$ cat src/rtl/fifo_rd_packer.sv
// Pops DATA_WIDTH-bit FIFO entries and packs PACK_RATIO of them, little-endian, into one
// valid/ready output word; flush (or PACKER_TIMEOUT_EN idle timeout) drains a partial word.
module fifo_rd_packer #(
    parameter int DATA_WIDTH     = 8,
    parameter int PACK_RATIO     = 4,
    parameter int TIMEOUT_CYCLES = 64
) (
    input  logic                             clk,
    input  logic                             rst,
    input  logic                             fifo_empty,
    output logic                             fifo_rd_en,
    input  logic [DATA_WIDTH-1:0]            fifo_rd_data,
    input  logic                             flush,
    output logic [DATA_WIDTH*PACK_RATIO-1:0] out_data,
    output logic [PACK_RATIO-1:0]            out_keep,
    output logic                             out_last,
    output logic                             out_valid,
    input  logic                             out_ready,
    output logic                             busy
);

    localparam int OUT_W = DATA_WIDTH * PACK_RATIO;
    localparam int CNT_W = $clog2(PACK_RATIO + 1);
    localparam int SUM_W = CNT_W + 1;
    localparam logic [CNT_W-1:0] FULL_CNT = CNT_W'(PACK_RATIO);
    localparam logic [SUM_W-1:0] FULL_SUM = SUM_W'(PACK_RATIO);

    typedef enum logic {
        S_FILL,
        S_FLUSH
    } state_t;

    state_t                  state_q, state_d;
    logic [CNT_W-1:0]        acc_cnt_q, acc_cnt_d;
    logic [OUT_W-1:0]        acc_data_q, acc_data_d;
    logic                    inflight_q, inflight_d;
    logic [OUT_W-1:0]        out_data_q, out_data_d;
    logic [PACK_RATIO-1:0]   out_keep_q, out_keep_d;
    logic                    out_last_q, out_last_d;
    logic                    out_valid_q, out_valid_d;

    logic                    capture;
    logic [CNT_W-1:0]        cap_cnt;
    logic [OUT_W-1:0]        cap_data;
    logic [SUM_W-1:0]        pend_sum;
    logic                    out_free;
    logic                    flush_req;
    logic                    timeout_hit;
    logic                    load;
    logic                    load_last;
    logic [PACK_RATIO-1:0]   load_keep;

`ifdef PACKER_TIMEOUT_EN
    localparam int IDLE_W = $clog2(TIMEOUT_CYCLES + 1);
    localparam logic [IDLE_W-1:0] IDLE_LIMIT = IDLE_W'(TIMEOUT_CYCLES - 1);

    logic [IDLE_W-1:0] idle_q, idle_d;

    always_comb begin
        timeout_hit = (state_q == S_FILL) && (acc_cnt_q != '0) && !capture &&
                      (idle_q == IDLE_LIMIT);
        if (capture || (acc_cnt_q == '0) || (state_q == S_FLUSH) || timeout_hit) begin
            idle_d = '0;
        end else begin
            idle_d = idle_q + IDLE_W'(1);
        end
    end

    always_ff @(posedge clk or posedge rst) begin
        if (rst) begin
            idle_q <= '0;
        end else begin
            idle_q <= idle_d;
        end
    end
`else
    assign timeout_hit = 1'b0;
`endif

    // Pop gate counts the in-flight read so the accumulator can never overfill.
    always_comb begin
        pend_sum   = {1'b0, acc_cnt_q} + SUM_W'(inflight_q);
        fifo_rd_en = !fifo_empty && (state_q == S_FILL) && (pend_sum < FULL_SUM);
        inflight_d = fifo_rd_en;
    end

    always_comb begin
        capture  = inflight_q;
        cap_data = acc_data_q;
        for (int unsigned i = 0; i < PACK_RATIO; i++) begin
            if (capture && (acc_cnt_q == CNT_W'(i))) begin
                cap_data[i*DATA_WIDTH +: DATA_WIDTH] = fifo_rd_data;
            end
        end
        cap_cnt   = acc_cnt_q + CNT_W'(capture);
        out_free  = !out_valid_q || out_ready;
        flush_req = (flush || timeout_hit) && (state_q == S_FILL);
        for (int unsigned i = 0; i < PACK_RATIO; i++) begin
            load_keep[i] = (CNT_W'(i) < cap_cnt);
        end
    end

    // A flush in the cycle the last byte lands defers the close to FLUSH so it carries last=1.
    always_comb begin
        state_d     = state_q;
        acc_cnt_d   = cap_cnt;
        acc_data_d  = cap_data;
        out_data_d  = out_data_q;
        out_keep_d  = out_keep_q;
        out_last_d  = out_last_q;
        out_valid_d = out_valid_q && !out_ready;
        load        = 1'b0;
        load_last   = 1'b0;

        case (state_q)
            S_FILL: begin
                if (flush_req) begin
                    state_d = S_FLUSH;
                end else if ((cap_cnt == FULL_CNT) && out_free) begin
                    load = 1'b1;
                end
            end
            S_FLUSH: begin
                if (!inflight_q) begin
                    if (acc_cnt_q == '0) begin
                        state_d = S_FILL;
                    end else if (out_free) begin
                        load      = 1'b1;
                        load_last = 1'b1;
                        state_d   = S_FILL;
                    end
                end
            end
            default: state_d = S_FILL;
        endcase

        // Accumulator lanes are cleared on every load, so unused lanes are already zero.
        if (load) begin
            out_data_d  = cap_data;
            out_keep_d  = load_keep;
            out_last_d  = load_last;
            out_valid_d = 1'b1;
            acc_cnt_d   = '0;
            acc_data_d  = '0;
        end
    end

    always_ff @(posedge clk or posedge rst) begin
        if (rst) begin
            state_q     <= S_FILL;
            acc_cnt_q   <= '0;
            acc_data_q  <= '0;
            inflight_q  <= 1'b0;
            out_data_q  <= '0;
            out_keep_q  <= '0;
            out_last_q  <= 1'b0;
            out_valid_q <= 1'b0;
        end else begin
            state_q     <= state_d;
            acc_cnt_q   <= acc_cnt_d;
            acc_data_q  <= acc_data_d;
            inflight_q  <= inflight_d;
            out_data_q  <= out_data_d;
            out_keep_q  <= out_keep_d;
            out_last_q  <= out_last_d;
            out_valid_q <= out_valid_d;
        end
    end

    assign out_data  = out_data_q;
    assign out_keep  = out_keep_q;
    assign out_last  = out_last_q;
    assign out_valid = out_valid_q;
    assign busy      = (acc_cnt_q != '0) || inflight_q || out_valid_q || (state_q == S_FLUSH);

endmodule

$ cat config.mk
export PLATFORM = sky130hd
export DESIGN_NAME = fifo_rd_packer
export DESIGN_NICKNAME = d
export VERILOG_FILES = /design/src/rtl/fifo_rd_packer.sv
export SDC_FILE = /design/constraint.sdc
export NUM_CORES = 1
export LEC_CHECK = 0
export BUFFER_PORTS_ARGS = -buffer_cell sky130_fd_sc_hd__buf_4
export CAP_MARGIN = 20
export CORE_AREA = 3 3 107 68
export CTS_BUF_LIST = sky130_fd_sc_hd__clkbuf_16
export DETAILED_ROUTE_END_ITERATION = 12
export DIE_AREA = 0 0 110 71
export GPL_TIMING_DRIVEN = 0
export PLACE_DENSITY = 0.71
export SLEW_MARGIN = 15
export SYNTH_ARGS = -nofsm -noshare
export SYNTH_HDL_FRONTEND = slang
export SYNTH_SLANG_ARGS = --single-unit
$ cat constraint.sdc
create_clock -name clk -period 2.7 [get_ports clk]
set_input_delay 0.405 -clock clk [delete_from_list [all_inputs] [get_ports clk]]
set_output_delay 0.405 -clock clk [all_outputs]
set_load 0.02 [all_outputs]
==> qor.yml <==
sta:
  worstMarginPinSlew_ns: 0.8419
  hold_violations: 0
  timing.hold.ws_ns: 0.02396
  finalSetupViolCount: 0
  fmax_mhz: 443.7
  min_period_ns: 2.254
  rsz0062_at_grt: "false"
  period_share: 0.8347
  final.setup.tns_ns: 0
  maxSlewViolCount: 0
  skew_ns: 0.007605
  timing.slew.headroom: 0.4346
setup_path:
  required_ns: 2.91
  timing.rr.start: "acc_cnt_q[0]"
  worst_path_most_repeated_cell: "ha_1"
  critPathMaxFanout: 10
  cp_num_cells: 8
  cp_cell_sequence: "ha_1 > ha_1 > nor4_1 > nand3_1 > nand2_4 > buf_8 > buf_6 > nor2_1"
  slowest_stage: "dfrtp_1"
  cp.arrival_ns: 2.46
  critical_path_buf_inv_count: 2
  max_stage_delay_ns: 0.45
  ff2ff_path_depth: 8
  end_kind: "flip-flop"
  r2r_setup_slack_ns: 0.45
  worstSetupStartpointType: "flip-flop"
  cpLargestDelayFamily: "simple AND/OR/NAND/NOR gates"
  crit_type: "reg -> reg"
  reg2reg_to: "acc_data_q[3]"
die:
  die_y_microns: 71
  pin_count: 53
  initial_core_util: 0.4852
  dieArea_sq_um: 7810
  rows: 23
  die_x_microns: 110
  coreArea_sq_um: 6475
finish:
  num_antenna_cells: 0
  final_area_sq_um: 3949
  final_cells: 410
  syn_to_final_growth_pct: 25.69
  drive_gt1_frac: 0.2601
  nFillCells: 544
  nets: 333
grt:
  grt.total_usage: 0.1785
  antenna_found_initial: 0
  grt_max_degree: 57
  grt_pass1_wl_mm: 10.44
  gr-total-overflow: 0
  grt_pass1_vias: 2021
synth:
  ys_warn_count: 0
  synth_cell_type_count: 30
  netlist_instances: 254
  yosysTopAreaCell: "dfrtp_1"
  synthesis.area_sq_um: 3142
  avgSynthCellArea_sq_um: 12.37
  synth_enable_flop_cells: 0
  synthTopCellsByArea: "dfrtp_1 (60%), mux2i_1 (21%), nor2_1 (4.4%)"
  synth-seq-cells: 75
  ys_top_cells_by_count: "dfrtp_1 (75), mux2i_1 (65), nor2_1 (37)"
  synthArstFlopShare: 1.000
  synth_top_area_share: 0.5974
  postSynthNetCount: 269
  ys_seq_area_frac: 0.5974
  synth_most_common_cell: "dfrtp_1"
  synth_ff_type: "dfrtp_1"
clock_tree:
  cts_tree: "built"
  clockBufferDepth: 2
  numCtsBuffers: 9
  cts_sinks: 75
  cts_resized: 0
  post_cts_buffers: 0
  clk_pin_slew_worst_paths_ns: 0.06
  cts_hold_buf: 0
  htreeDepth: 3
  clock_latency_ns: 0.33
  cts-root-buf: "clkbuf_16"
run:
  cap_violations: 0
placed_design:
  dpl.hpwl_mm: 4.276
  portBuffers: 52
  placed_cell_area_sq_um: 3671
  place.gp.congestion: 0.7340
  placed_cells: 394
routing:
  drc: 0
  drtIter0Drc: 65
  viasPerCell: 4.832
  wirelength_mm: 6.154
  detail-route-antenna-nets: 0
  wl_per_cell_microns: 15.01
  drtPass1Iterations: 4
  num_vias: 1981
status:
  run_status: "complete, no violations"
hold_path:
  hp-class: "in -> async"
power_and_ir_drop:
  p_leak_nw: 1.961
  ir_drop_mv: 0.5089
  power_density_nw_per_um2: 1237
==> where the power goes <==
part           switching (mW)  internal, mW
combinational            1.13         0.885
sequential              0.203          1.57
clock                   0.472         0.624
total                    1.81          3.08
==> placed cells by master (no fill, tap or decap), types with 3 or more instances in the layout <==
cell type	instances
dfrtp_1	75
mux2i_1	65
buf_4	53
nor2_1	37
inv_1	34
clkbuf_16	9
nand2_1	6
buf_6	5
clkinvlp_4	4
a2bb2oi_1	3
==> cell families after synthesis <==
family                   count (synthesis)  share of synthesized area
buffers and inverters                   46                    0.07288
AO/OA/AOI/OAI                            6                    0.01474
multiplexers                            65                     0.2071
flip-flops                              75                     0.5974
adder cells (fa/ha/maj)                  2                   0.007964
AND/OR/NAND/NOR                         59                    0.09717
XOR/XNOR                                 1                   0.002788
==> final cells by class <==
class                           instances  area (sq um)  share of cell area
Sequential cell                        75          1877              0.4753
Multi-Input combinational cell        133          1036              0.2624
Timing Repair Buffer                   53         417.9              0.1058
Clock buffer                            9         225.2             0.05703
Inverter                               35         133.9             0.03390
Tap cell                               87         108.9             0.02757
Buffer                                 11         97.59             0.02471
Clock inverter                          7         52.55             0.01331
==> routing by layer <==
layer,up-vias,track usage,wire length [microns]
met5,-,0,0
met4,0,0.05533,71
met3,9,0.06563,384
met2,55,0.2392,2533
met1,959,0.2682,3165
li1,958,-,-
==> worst reg2reg max path, delay by kind of cell (launching register included) <==
| kind | cells | cell delay, ns |
|---|---|---|
| adder cells (fa/ha/maj) | 2 | 0.59 |
| AND/OR/NAND/NOR | 4 | 0.77 |
| buffers and inverters | 2 | 0.33 |
| flip-flops | 1 | 0.45 |
==> flip-flops by register name, indices dropped and copies added, names as in the netlist <==
name	count
state_q	1
capture	1
out_data	32
acc_cnt_q	3
out_valid	1
acc_data_q	32
out_keep	4
out_last	1
==> worst max path at each step <==
stage	endpoint	slack, ns	from
after floorplan	acc_cnt_q[0]	0.39	rst
after global placement	out_data[13]	-0.51	rst
after detailed placement	out_data[31]	0.45	acc_cnt_q[0]
after CTS	busy	0.43	acc_cnt_q[0]
after global routing	out_data[31]	0.19	acc_cnt_q[0]
final	acc_data_q[3]	0.45	acc_cnt_q[0]
==> stage by stage <==
stage          utilization  setup WS [ns]  power, mW
2_1_floorplan            -         0.3850      3.195
3_3_place_gp        0.5623        -0.5107      3.770
3_5_place_dp        0.5670         0.4493      3.822
4_1_cts             0.6099         0.4336      4.939
5_1_grt             0.6099         0.1934      5.233
6_report            0.6099         0.4464      4.885
Note: power is estimated with default switching activity, not from simulation.
